[src/rtl/cfg_regfile_multi.sv]
// cfg_regfile_multi
//
// Configuration register file for the depth pipeline. It holds per-camera 3x3
// bilinear matrices, per-scale DfDD constants (A, B, W0, W1, W2), pre- and
// post-xform ROI corners and the confidence minimum. Host writes land in a
// shadow copy. A commit command arms a frame-synchronous copy into the active
// set, so the datapath never sees a half-updated configuration.
//
// Optional build macro: CFG_READBACK_EN
//   defined   : host reads return the shadow value (or commit/error status at
//               0xF0) two cycles after acceptance.
//   undefined : no read mux; rsp_* are tied to 0. Read commands are ignored
//               and never raise err_o.
//
// Ports
//   clk_i, rst_i            clock, synchronous active-high reset
//   cmd_valid_i/write_i     host command strobe and direction (1 = write)
//   cmd_addr_i, cmd_data_i  register address and write data
//   frame_start_i           one-cycle frame boundary pulse
//   rsp_valid_o, rsp_data_o read response (zero-extended)
//   a_o..w2_o               active DfDD constants, one 16-bit entry per scale
//   bilinear_matrices_o     active matrices, indexed [camera][row][col]
//   pre/post_roi_boundaries_o  {top, bottom, left, right}; top is entry [3]
//   confidence_o            active confidence minimum
//   commit_pending_o        commit armed, waiting for frame_start_i
//   err_o                   sticky unmapped-address flag, cleared via 0xF1
//
// Active values reach the outputs one cycle after the commit edge. ROI
// boundaries are derived from the output-stage corners and lag one more cycle.
module cfg_regfile_multi #(
    parameter int          NUM_CAMERAS        = 2,
    parameter int          NUM_SCALES         = 3,
    parameter int          MATRIX_WIDTH       = 11,
    parameter int          ADDR_WIDTH         = 16,
    parameter int          DATA_WIDTH         = 32,
    parameter int unsigned PRE_ROI_DIMS [2]   = '{480, 512},
    parameter int unsigned POST_ROI_DIMS [2]  = '{480, 512},
    parameter logic [15:0] DEFAULT_CONST      = 16'h3c00,
    parameter logic [15:0] DEFAULT_CONFIDENCE = 16'h0000
) (
    input  logic                                                  clk_i,
    input  logic                                                  rst_i,
    input  logic                                                  cmd_valid_i,
    input  logic                                                  cmd_write_i,
    input  logic [ADDR_WIDTH-1:0]                                 cmd_addr_i,
    input  logic [DATA_WIDTH-1:0]                                 cmd_data_i,
    input  logic                                                  frame_start_i,
    output logic                                                  rsp_valid_o,
    output logic [DATA_WIDTH-1:0]                                 rsp_data_o,
    output logic [NUM_SCALES-1:0][15:0]                           a_o,
    output logic [NUM_SCALES-1:0][15:0]                           b_o,
    output logic [NUM_SCALES-1:0][15:0]                           w0_o,
    output logic [NUM_SCALES-1:0][15:0]                           w1_o,
    output logic [NUM_SCALES-1:0][15:0]                           w2_o,
    output logic [NUM_CAMERAS-1:0][2:0][2:0][MATRIX_WIDTH-1:0]    bilinear_matrices_o,
    output logic [3:0][15:0]                                      pre_roi_boundaries_o,
    output logic [3:0][15:0]                                      post_roi_boundaries_o,
    output logic [15:0]                                           confidence_o,
    output logic                                                  commit_pending_o,
    output logic                                                  err_o
);

    typedef logic [MATRIX_WIDTH-1:0] coef_t;

`ifdef CFG_READBACK_EN
    localparam bit READ_EN = 1'b1;
`else
    localparam bit READ_EN = 1'b0;
`endif

    // Boundaries as produced from all-zero corners.
    localparam logic [3:0][15:0] PRE_BND_RST  = {16'd0, 16'(PRE_ROI_DIMS[0]),  16'd0, 16'(PRE_ROI_DIMS[1])};
    localparam logic [3:0][15:0] POST_BND_RST = {16'd0, 16'(POST_ROI_DIMS[0]), 16'd0, 16'(POST_ROI_DIMS[1])};

    // Identity with 8 fractional bits: diagonal elements k = 0, 4, 8.
    function automatic coef_t ident_coef(input int k);
        return (k % 4 == 0) ? coef_t'(256) : '0;
    endfunction

    // Registered command stage
    logic                  cmd_valid_q, cmd_valid_d;
    logic                  cmd_write_q, cmd_write_d;
    logic [ADDR_WIDTH-1:0] cmd_addr_q,  cmd_addr_d;
    logic [DATA_WIDTH-1:0] cmd_data_q,  cmd_data_d;

    // Three copies of each field: shadow (host side), active (committed),
    // output stage. Constants are indexed [A,B,W0,W1,W2][scale]; ROI corners
    // are [pre_y, pre_x, post_y, post_x].
    coef_t       mat_sh_q  [NUM_CAMERAS][9], mat_sh_d  [NUM_CAMERAS][9];
    coef_t       mat_act_q [NUM_CAMERAS][9], mat_act_d [NUM_CAMERAS][9];
    coef_t       mat_out_q [NUM_CAMERAS][9], mat_out_d [NUM_CAMERAS][9];
    logic [15:0] cst_sh_q  [5][NUM_SCALES],  cst_sh_d  [5][NUM_SCALES];
    logic [15:0] cst_act_q [5][NUM_SCALES],  cst_act_d [5][NUM_SCALES];
    logic [15:0] cst_out_q [5][NUM_SCALES],  cst_out_d [5][NUM_SCALES];
    logic [15:0] conf_sh_q, conf_sh_d, conf_act_q, conf_act_d, conf_out_q, conf_out_d;
    logic [15:0] roi_sh_q  [4], roi_sh_d  [4];
    logic [15:0] roi_act_q [4], roi_act_d [4];
    logic [15:0] roi_out_q [4], roi_out_d [4];
    logic [3:0][15:0] pre_bnd_q, pre_bnd_d, post_bnd_q, post_bnd_d;
    logic        pending_q, pending_d;
    logic        err_q, err_d;

    // Address decode of the registered command
    logic [7:0] addr_lo;
    logic [3:0] grp, idx;
    logic       hi_zero, is_mat, is_cst, is_conf, is_roi, is_commit, is_clr, mapped;
    logic       wr_en, do_commit;

    // Write-data bits above the widest field are never stored.
    logic unused_data;
    assign unused_data = ^cmd_data_q[DATA_WIDTH-1:16];

    always_comb begin
        addr_lo   = cmd_addr_q[7:0];
        grp       = addr_lo[7:4];
        idx       = addr_lo[3:0];
        hi_zero   = (cmd_addr_q >> 8) == '0;
        is_mat    = hi_zero && grp >= 4'd1 && grp <= 4'(NUM_CAMERAS) && idx < 4'd9;
        is_cst    = hi_zero && grp >= 4'hA && grp <= 4'hE && idx < 4'(NUM_SCALES);
        is_conf   = hi_zero && addr_lo == 8'h50;
        is_roi    = hi_zero && addr_lo[7:2] == 6'b10_0000;
        is_commit = hi_zero && addr_lo == 8'hF0;
        is_clr    = hi_zero && addr_lo == 8'hF1;
        mapped    = is_mat || is_cst || is_conf || is_roi || is_commit || is_clr;
        wr_en     = cmd_valid_q && cmd_write_q;
        do_commit = frame_start_i && pending_q;
    end

    always_comb begin
        cmd_valid_d = cmd_valid_i;
        cmd_write_d = cmd_write_i;
        cmd_addr_d  = cmd_addr_i;
        cmd_data_d  = cmd_data_i;

        // Shadow writes, truncated to the field width
        mat_sh_d  = mat_sh_q;
        cst_sh_d  = cst_sh_q;
        conf_sh_d = conf_sh_q;
        roi_sh_d  = roi_sh_q;
        for (int c = 0; c < NUM_CAMERAS; c++)
            for (int k = 0; k < 9; k++)
                if (wr_en && is_mat && int'(grp) == c + 1 && int'(idx) == k)
                    mat_sh_d[c][k] = cmd_data_q[MATRIX_WIDTH-1:0];
        for (int g = 0; g < 5; g++)
            for (int s = 0; s < NUM_SCALES; s++)
                if (wr_en && is_cst && int'(grp) == g + 10 && int'(idx) == s)
                    cst_sh_d[g][s] = cmd_data_q[15:0];
        if (wr_en && is_conf)
            conf_sh_d = cmd_data_q[15:0];
        for (int r = 0; r < 4; r++)
            if (wr_en && is_roi && int'(addr_lo[1:0]) == r)
                roi_sh_d[r] = cmd_data_q[15:0];

        // Commit copies the pre-write shadow; a write landing on the same
        // edge stays staged for the next commit.
        mat_act_d  = mat_act_q;
        cst_act_d  = cst_act_q;
        conf_act_d = conf_act_q;
        roi_act_d  = roi_act_q;
        if (do_commit) begin
            mat_act_d  = mat_sh_q;
            cst_act_d  = cst_sh_q;
            conf_act_d = conf_sh_q;
            roi_act_d  = roi_sh_q;
        end

        mat_out_d  = mat_act_q;
        cst_out_d  = cst_act_q;
        conf_out_d = conf_act_q;
        roi_out_d  = roi_act_q;

        // 16-bit adds wrap modulo 2^16 by construction.
        pre_bnd_d  = {roi_out_q[0], roi_out_q[0] + 16'(PRE_ROI_DIMS[0]),
                      roi_out_q[1], roi_out_q[1] + 16'(PRE_ROI_DIMS[1])};
        post_bnd_d = {roi_out_q[2], roi_out_q[2] + 16'(POST_ROI_DIMS[0]),
                      roi_out_q[3], roi_out_q[3] + 16'(POST_ROI_DIMS[1])};

        // A new arm beats a simultaneous apply, so it waits for the next frame.
        pending_d = pending_q;
        if (do_commit)
            pending_d = 1'b0;
        if (wr_en && is_commit)
            pending_d = 1'b1;

        // Set beats clear.
        err_d = err_q;
        if (wr_en && is_clr)
            err_d = 1'b0;
        if (cmd_valid_q && !mapped && (cmd_write_q || READ_EN))
            err_d = 1'b1;
    end

    always_ff @(posedge clk_i) begin
        if (rst_i) begin
            cmd_valid_q <= 1'b0;
            cmd_write_q <= 1'b0;
            cmd_addr_q  <= '0;
            cmd_data_q  <= '0;
            for (int c = 0; c < NUM_CAMERAS; c++)
                for (int k = 0; k < 9; k++) begin
                    mat_sh_q[c][k]  <= ident_coef(k);
                    mat_act_q[c][k] <= ident_coef(k);
                    mat_out_q[c][k] <= ident_coef(k);
                end
            for (int g = 0; g < 5; g++)
                for (int s = 0; s < NUM_SCALES; s++) begin
                    cst_sh_q[g][s]  <= DEFAULT_CONST;
                    cst_act_q[g][s] <= DEFAULT_CONST;
                    cst_out_q[g][s] <= DEFAULT_CONST;
                end
            conf_sh_q  <= DEFAULT_CONFIDENCE;
            conf_act_q <= DEFAULT_CONFIDENCE;
            conf_out_q <= DEFAULT_CONFIDENCE;
            for (int r = 0; r < 4; r++) begin
                roi_sh_q[r]  <= '0;
                roi_act_q[r] <= '0;
                roi_out_q[r] <= '0;
            end
            pre_bnd_q  <= PRE_BND_RST;
            post_bnd_q <= POST_BND_RST;
            pending_q  <= 1'b0;
            err_q      <= 1'b0;
        end else begin
            cmd_valid_q <= cmd_valid_d;
            cmd_write_q <= cmd_write_d;
            cmd_addr_q  <= cmd_addr_d;
            cmd_data_q  <= cmd_data_d;
            mat_sh_q    <= mat_sh_d;
            mat_act_q   <= mat_act_d;
            mat_out_q   <= mat_out_d;
            cst_sh_q    <= cst_sh_d;
            cst_act_q   <= cst_act_d;
            cst_out_q   <= cst_out_d;
            conf_sh_q   <= conf_sh_d;
            conf_act_q  <= conf_act_d;
            conf_out_q  <= conf_out_d;
            roi_sh_q    <= roi_sh_d;
            roi_act_q   <= roi_act_d;
            roi_out_q   <= roi_out_d;
            pre_bnd_q   <= pre_bnd_d;
            post_bnd_q  <= post_bnd_d;
            pending_q   <= pending_d;
            err_q       <= err_d;
        end
    end

`ifdef CFG_READBACK_EN
    // Two-stage read path: mux into rd_*, then the response register.
    logic                  rd_valid_q, rd_valid_d, rsp_valid_q, rsp_valid_d;
    logic [DATA_WIDTH-1:0] rd_data_q, rd_data_d, rsp_data_q, rsp_data_d, rd_word;

    always_comb begin
        rd_word = '0;
        for (int c = 0; c < NUM_CAMERAS; c++)
            for (int k = 0; k < 9; k++)
                if (is_mat && int'(grp) == c + 1 && int'(idx) == k)
                    rd_word = DATA_WIDTH'(mat_sh_q[c][k]);
        for (int g = 0; g < 5; g++)
            for (int s = 0; s < NUM_SCALES; s++)
                if (is_cst && int'(grp) == g + 10 && int'(idx) == s)
                    rd_word = DATA_WIDTH'(cst_sh_q[g][s]);
        if (is_conf)
            rd_word = DATA_WIDTH'(conf_sh_q);
        for (int r = 0; r < 4; r++)
            if (is_roi && int'(addr_lo[1:0]) == r)
                rd_word = DATA_WIDTH'(roi_sh_q[r]);
        if (is_commit)
            rd_word = DATA_WIDTH'({err_q, pending_q});

        rd_valid_d  = cmd_valid_q && !cmd_write_q;
        rd_data_d   = rd_valid_d ? rd_word : '0;
        rsp_valid_d = rd_valid_q;
        rsp_data_d  = rd_data_q;
    end

    always_ff @(posedge clk_i) begin
        if (rst_i) begin
            rd_valid_q  <= 1'b0;
            rd_data_q   <= '0;
            rsp_valid_q <= 1'b0;
            rsp_data_q  <= '0;
        end else begin
            rd_valid_q  <= rd_valid_d;
            rd_data_q   <= rd_data_d;
            rsp_valid_q <= rsp_valid_d;
            rsp_data_q  <= rsp_data_d;
        end
    end

    assign rsp_valid_o = rsp_valid_q;
    assign rsp_data_o  = rsp_data_q;
`else
    assign rsp_valid_o = 1'b0;
    assign rsp_data_o  = '0;
`endif

    // Output mapping
    genvar gi;
    generate
        for (gi = 0; gi < NUM_SCALES; gi++) begin : g_scale
            assign a_o[gi]  = cst_out_q[0][gi];
            assign b_o[gi]  = cst_out_q[1][gi];
            assign w0_o[gi] = cst_out_q[2][gi];
            assign w1_o[gi] = cst_out_q[3][gi];
            assign w2_o[gi] = cst_out_q[4][gi];
        end
        for (gi = 0; gi < NUM_CAMERAS * 9; gi++) begin : g_coef
            assign bilinear_matrices_o[gi / 9][(gi % 9) / 3][gi % 3] = mat_out_q[gi / 9][gi % 9];
        end
    endgenerate

    assign pre_roi_boundaries_o  = pre_bnd_q;
    assign post_roi_boundaries_o = post_bnd_q;
    assign confidence_o          = conf_out_q;
    assign commit_pending_o      = pending_q;
    assign err_o                 = err_q;

endmodule

[config.mk]
export PLATFORM = sky130hd
export DESIGN_NAME = cfg_regfile_multi
export DESIGN_NICKNAME = d
export VERILOG_FILES = /design/src/rtl/cfg_regfile_multi.sv
export SDC_FILE = /design/constraint.sdc
export NUM_CORES = 2
export LEC_CHECK = 0
export ABC_AREA = 1
export BUFFER_PORTS_ARGS = -buffer_cell sky130_fd_sc_hd__buf_2
export CAP_MARGIN = 10
export CORE_ASPECT_RATIO = 1.25
export CORE_MARGIN = 4
export CORE_UTILIZATION = 30
export DETAILED_ROUTE_END_ITERATION = 7
export SLEW_MARGIN = 20
export SYNTH_ARGS = -nofsm -noshare
export SYNTH_HDL_FRONTEND = slang
export SYNTH_SLANG_ARGS = --single-unit
[constraint.sdc]
create_clock -name clk_i -period 1.6 [get_ports clk_i]
set_input_delay 0.32 -clock clk_i [delete_from_list [all_inputs] [get_ports clk_i]]
set_output_delay 0.32 -clock clk_i [all_outputs]
set_load 0.01 [all_outputs]
==> impl_metrics.toml <==
[sta]
slew_headroom_pct = 61.3
timing.final.ws_setup_ns = -0.373
tns_ns = -132.34
finalHoldViolCount = 0
finalSetupViolCount = 577
fin_crit_sh_pct = 123
timing.fmax_mhz = 507
min_period_ns = 1.97
grt_setup_unrepaired = "true"
tightest_slew_ns = 0.574
skew_ns = 0.0518
hold_ws_ns = 0.275
maxSlewViolCount = 0

[critical_path]
crit_type = "reg2reg"
start_kind = "register"
arrival_ns = 2.70
crit_slowest_cell = "dfxtp_4"
critPathCaptureType = "register"
max_stage_delay_ns = 0.37
path_cells = "nor2_4 -> nand2_1 -> nor2_2 -> nand3_2 -> nor2_4 -> buf_12 -> buf_12 -> buf_12 -> nand3_4 -> buf_8 -> nand2_2 -> inv_2 -> nor2_2"
worst-path-buf-inv = 5
crit_top_cell = "buf_12"
crit_family = "simple AND/OR/NAND/NOR gates"
cp_max_fo = 6
critPathRequiredTime_ns = 2.32

[cells_and_area]
drive_above_1_share_pct = 23.0
final_core_util_pct = 39.5
post-route-cell-area_um2 = 75400
layout_common_cells = "dfxtp_1 (1,674), nor2_1 (1,090), inv_1 (892)"
layout.cells.most_common = "dfxtp_1"
fin_nets = 7922
areaGrowthSynthToFinish_pct = 30.7
layout.cells.non_filler = 10500

[route]
ant_nets = 0
drc_errors = 0
num_vias = 47900
via_per_inst = 4.55
wl_mm = 183
wl_per_cell_um = 17.4
dr_wl_met2_mm = 80.5
drt-met1-wl_mm = 85.3
top_layer = "met5"
drt_pre_antenna_iters = 6
dr_wl_met3_mm = 12.2
drt-initial-drc-count = 3453

[clock_network]
clk_pin_slew_ns = 0.06
cts_buffer_depth = 3
clock_latency_ns = 0.83
cts-root-buf = "clkbuf_16"
htreeDepth = 4
cts_buffers = 162
cts_tree = "built"
cts_sinks = 1690

[logic_synthesis]
async_reset_ff_share_pct = 0
synth.distinct_cells = 31
syn-cell-area_um2 = 57700
ys_warn_count = 0
seq_area_frac_synth_pct = 58.6
synth_flop_cell = "dfxtp_1"
synth_enable_flop_cells = 0
avgSynthCellArea_um2 = 8.10
synthCells = 7123
yosys_register_bits = 1690

[global_route]
grt.overflow.total = 0
grt_antenna_before_repair = 8
grt_first_pass_wirelength_mm = 274
grt_pass1_vias = 45700
track_usage_pct = 17.4
grt_max_degree = 110

[place]
place_ws_ns = -0.580
place_congestion = 0.797
port_buffers = 620
place_area_um2 = 66000
dp_cells = 10100
dp_hpwl_mm = 121

[worst_hold_path]
hp-class = "in2reg"

[floorplanning]
row_count = 179
die-area_um2 = 199000
die_x_um = 400
ioPinCount = 670
core_area_um2 = 191000
start_util_pct = 30.2
dieHeight_um = 498

[power_and_ir_drop]
p_leak_nw = 31.8
p_total_mw = 87.7
power.density_nw_per_um2 = 1160
peakVddDrop_uv = 1060

[job]
max_cap_violations = 0

[status]
violations = "negative setup slack"
status = "finished, violations left"
-- worst min-delay path: cells and delay by family --
family | cells | cell delay, ns
buffers and inverters | 3 | 0.66
AND/OR/NAND/NOR | 1 | 0.07
-- registers in the layout, summed over array words and instances, names as in the netlist, 16 cells and up --
signal and cells:
mat_sh_q 198, roi_act_q 64, w0_o 48, conf_act_q 16
post_bnd_d 32, b_o 48, w1_o 48, cst_sh_q 240
w2_o 48, conf_sh_q 16, cmd_addr_q 16, roi_sh_q 64
pre_bnd_d 32, cmd_data_q 16, a_o 48, mat_act_q 198
bilinear_matrices_o 198, confidence_o 16, pre_roi_boundaries_o 50, cst_act_q 240
post_roi_boundaries_o 50
-- what timing repair did --
action / in CTS / in global routing
hold buffers: 39 / 0
buffers inserted: 29 / 24
gates cloned: 37 / 14
endpoints found under the setup margin: 1106 / 1140
hold endpoints to repair: 84 / 0
gates resized for setup: 232 / 335
pin swaps: 74 / 159
-- synth_stat cells, types with 4 or more instances --
library cell | instances | share of area [%]
nor2_1 | 1149 | 7.5
buf_2 | 75 | 0.65
nand2_2 | 4 | 0.043
inv_2 | 12 | 0.078
nand4_4 | 5 | 0.18
ha_1 | 4 | 0.087
clkbuf_1 | 365 | 2.4
dfxtp_1 | 1690 | 59
nor2_4 | 22 | 0.43
nor3_1 | 13 | 0.11
nand3_1 | 228 | 2.0
nand2_1 | 936 | 6.1
clkinv_1 | 10 | 0.065
or2_2 | 48 | 0.52
o21ai_0 | 482 | 4.2
nand4_1 | 381 | 4.1
o211ai_1 | 18 | 0.23
nor2_2 | 5 | 0.054
inv_1 | 975 | 6.3
buf_1 | 62 | 0.40
a21oi_1 | 550 | 4.8
buf_4 | 76 | 0.99
-- report_power, final --
| group | total, mW | leakage (nW) | switching (mW) | internal [mW] |
|---|---|---|---|---|
| combinational | 3.26 | 15.3 | 2.25 | 1.00 |
| clock | 42.2 | 2.90 | 17.2 | 25.0 |
| sequential | 42.2 | 13.6 | 0.0612 | 42.1 |
| total | 87.7 | 31.8 | 19.5 | 68.1 |
-- final timing paths --
| check | startpoint | to | slack (ns) | cells past startpoint |
|---|---|---|---|---|
| setup / recovery | cmd_addr_q[6]$_SDFF_PP0_ | mat_sh_q[168]$_SDFFE_PP0P_ | -0.37 | 13 |
| hold / removal | cmd_addr_i[13] | cmd_addr_q[13]$_SDFF_PP0_ | 0.27 | 4 |
| setup reg to reg | cmd_addr_q[6]$_SDFF_PP0_ | mat_sh_q[168]$_SDFFE_PP0P_ | -0.37 | 13 |
| hold reg to reg | pre_bnd_d[52]$_SDFF_PP0_ | pre_roi_boundaries_o[36]$_SDFF_PP0_ | 0.40 | 2 |
-- layer usage --
layer	up-vias	global-route usage, %
met3	306	3.30
met4	4	5.23
li1	23700	-
met2	1716	27.1
met1	22200	24.5
met5	-	0
-- area by class of cell --
cell class | count | area (um2)
clock buffer | 206 | 4500
antenna | 2 | 5.00
tap | 2534 | 3170
fill | 19100 | 115000
sequential | 1690 | 33900
timing repair buffer | 1126 | 9770
multi-input combinational | 3888 | 18900
inverter | 997 | 3760
clock inverter | 90 | 1440
-- cells by family after synthesis --
| logic type | count (synthesis) | share of synthesized area (%) |
|---|---|---|
| adder cells (fa/ha/maj) | 4 | 0.0867 |
| AND/OR/NAND/NOR | 2796 | 21.1 |
| AO/OA/AOI/OAI | 1054 | 9.23 |
| other | 1 | 0.00650 |
| XOR/XNOR | 1 | 0.0152 |
| flip-flops | 1690 | 58.6 |
| buffers and inverters | 1577 | 10.9 |
Note: power is estimated with default switching activity, not from simulation.
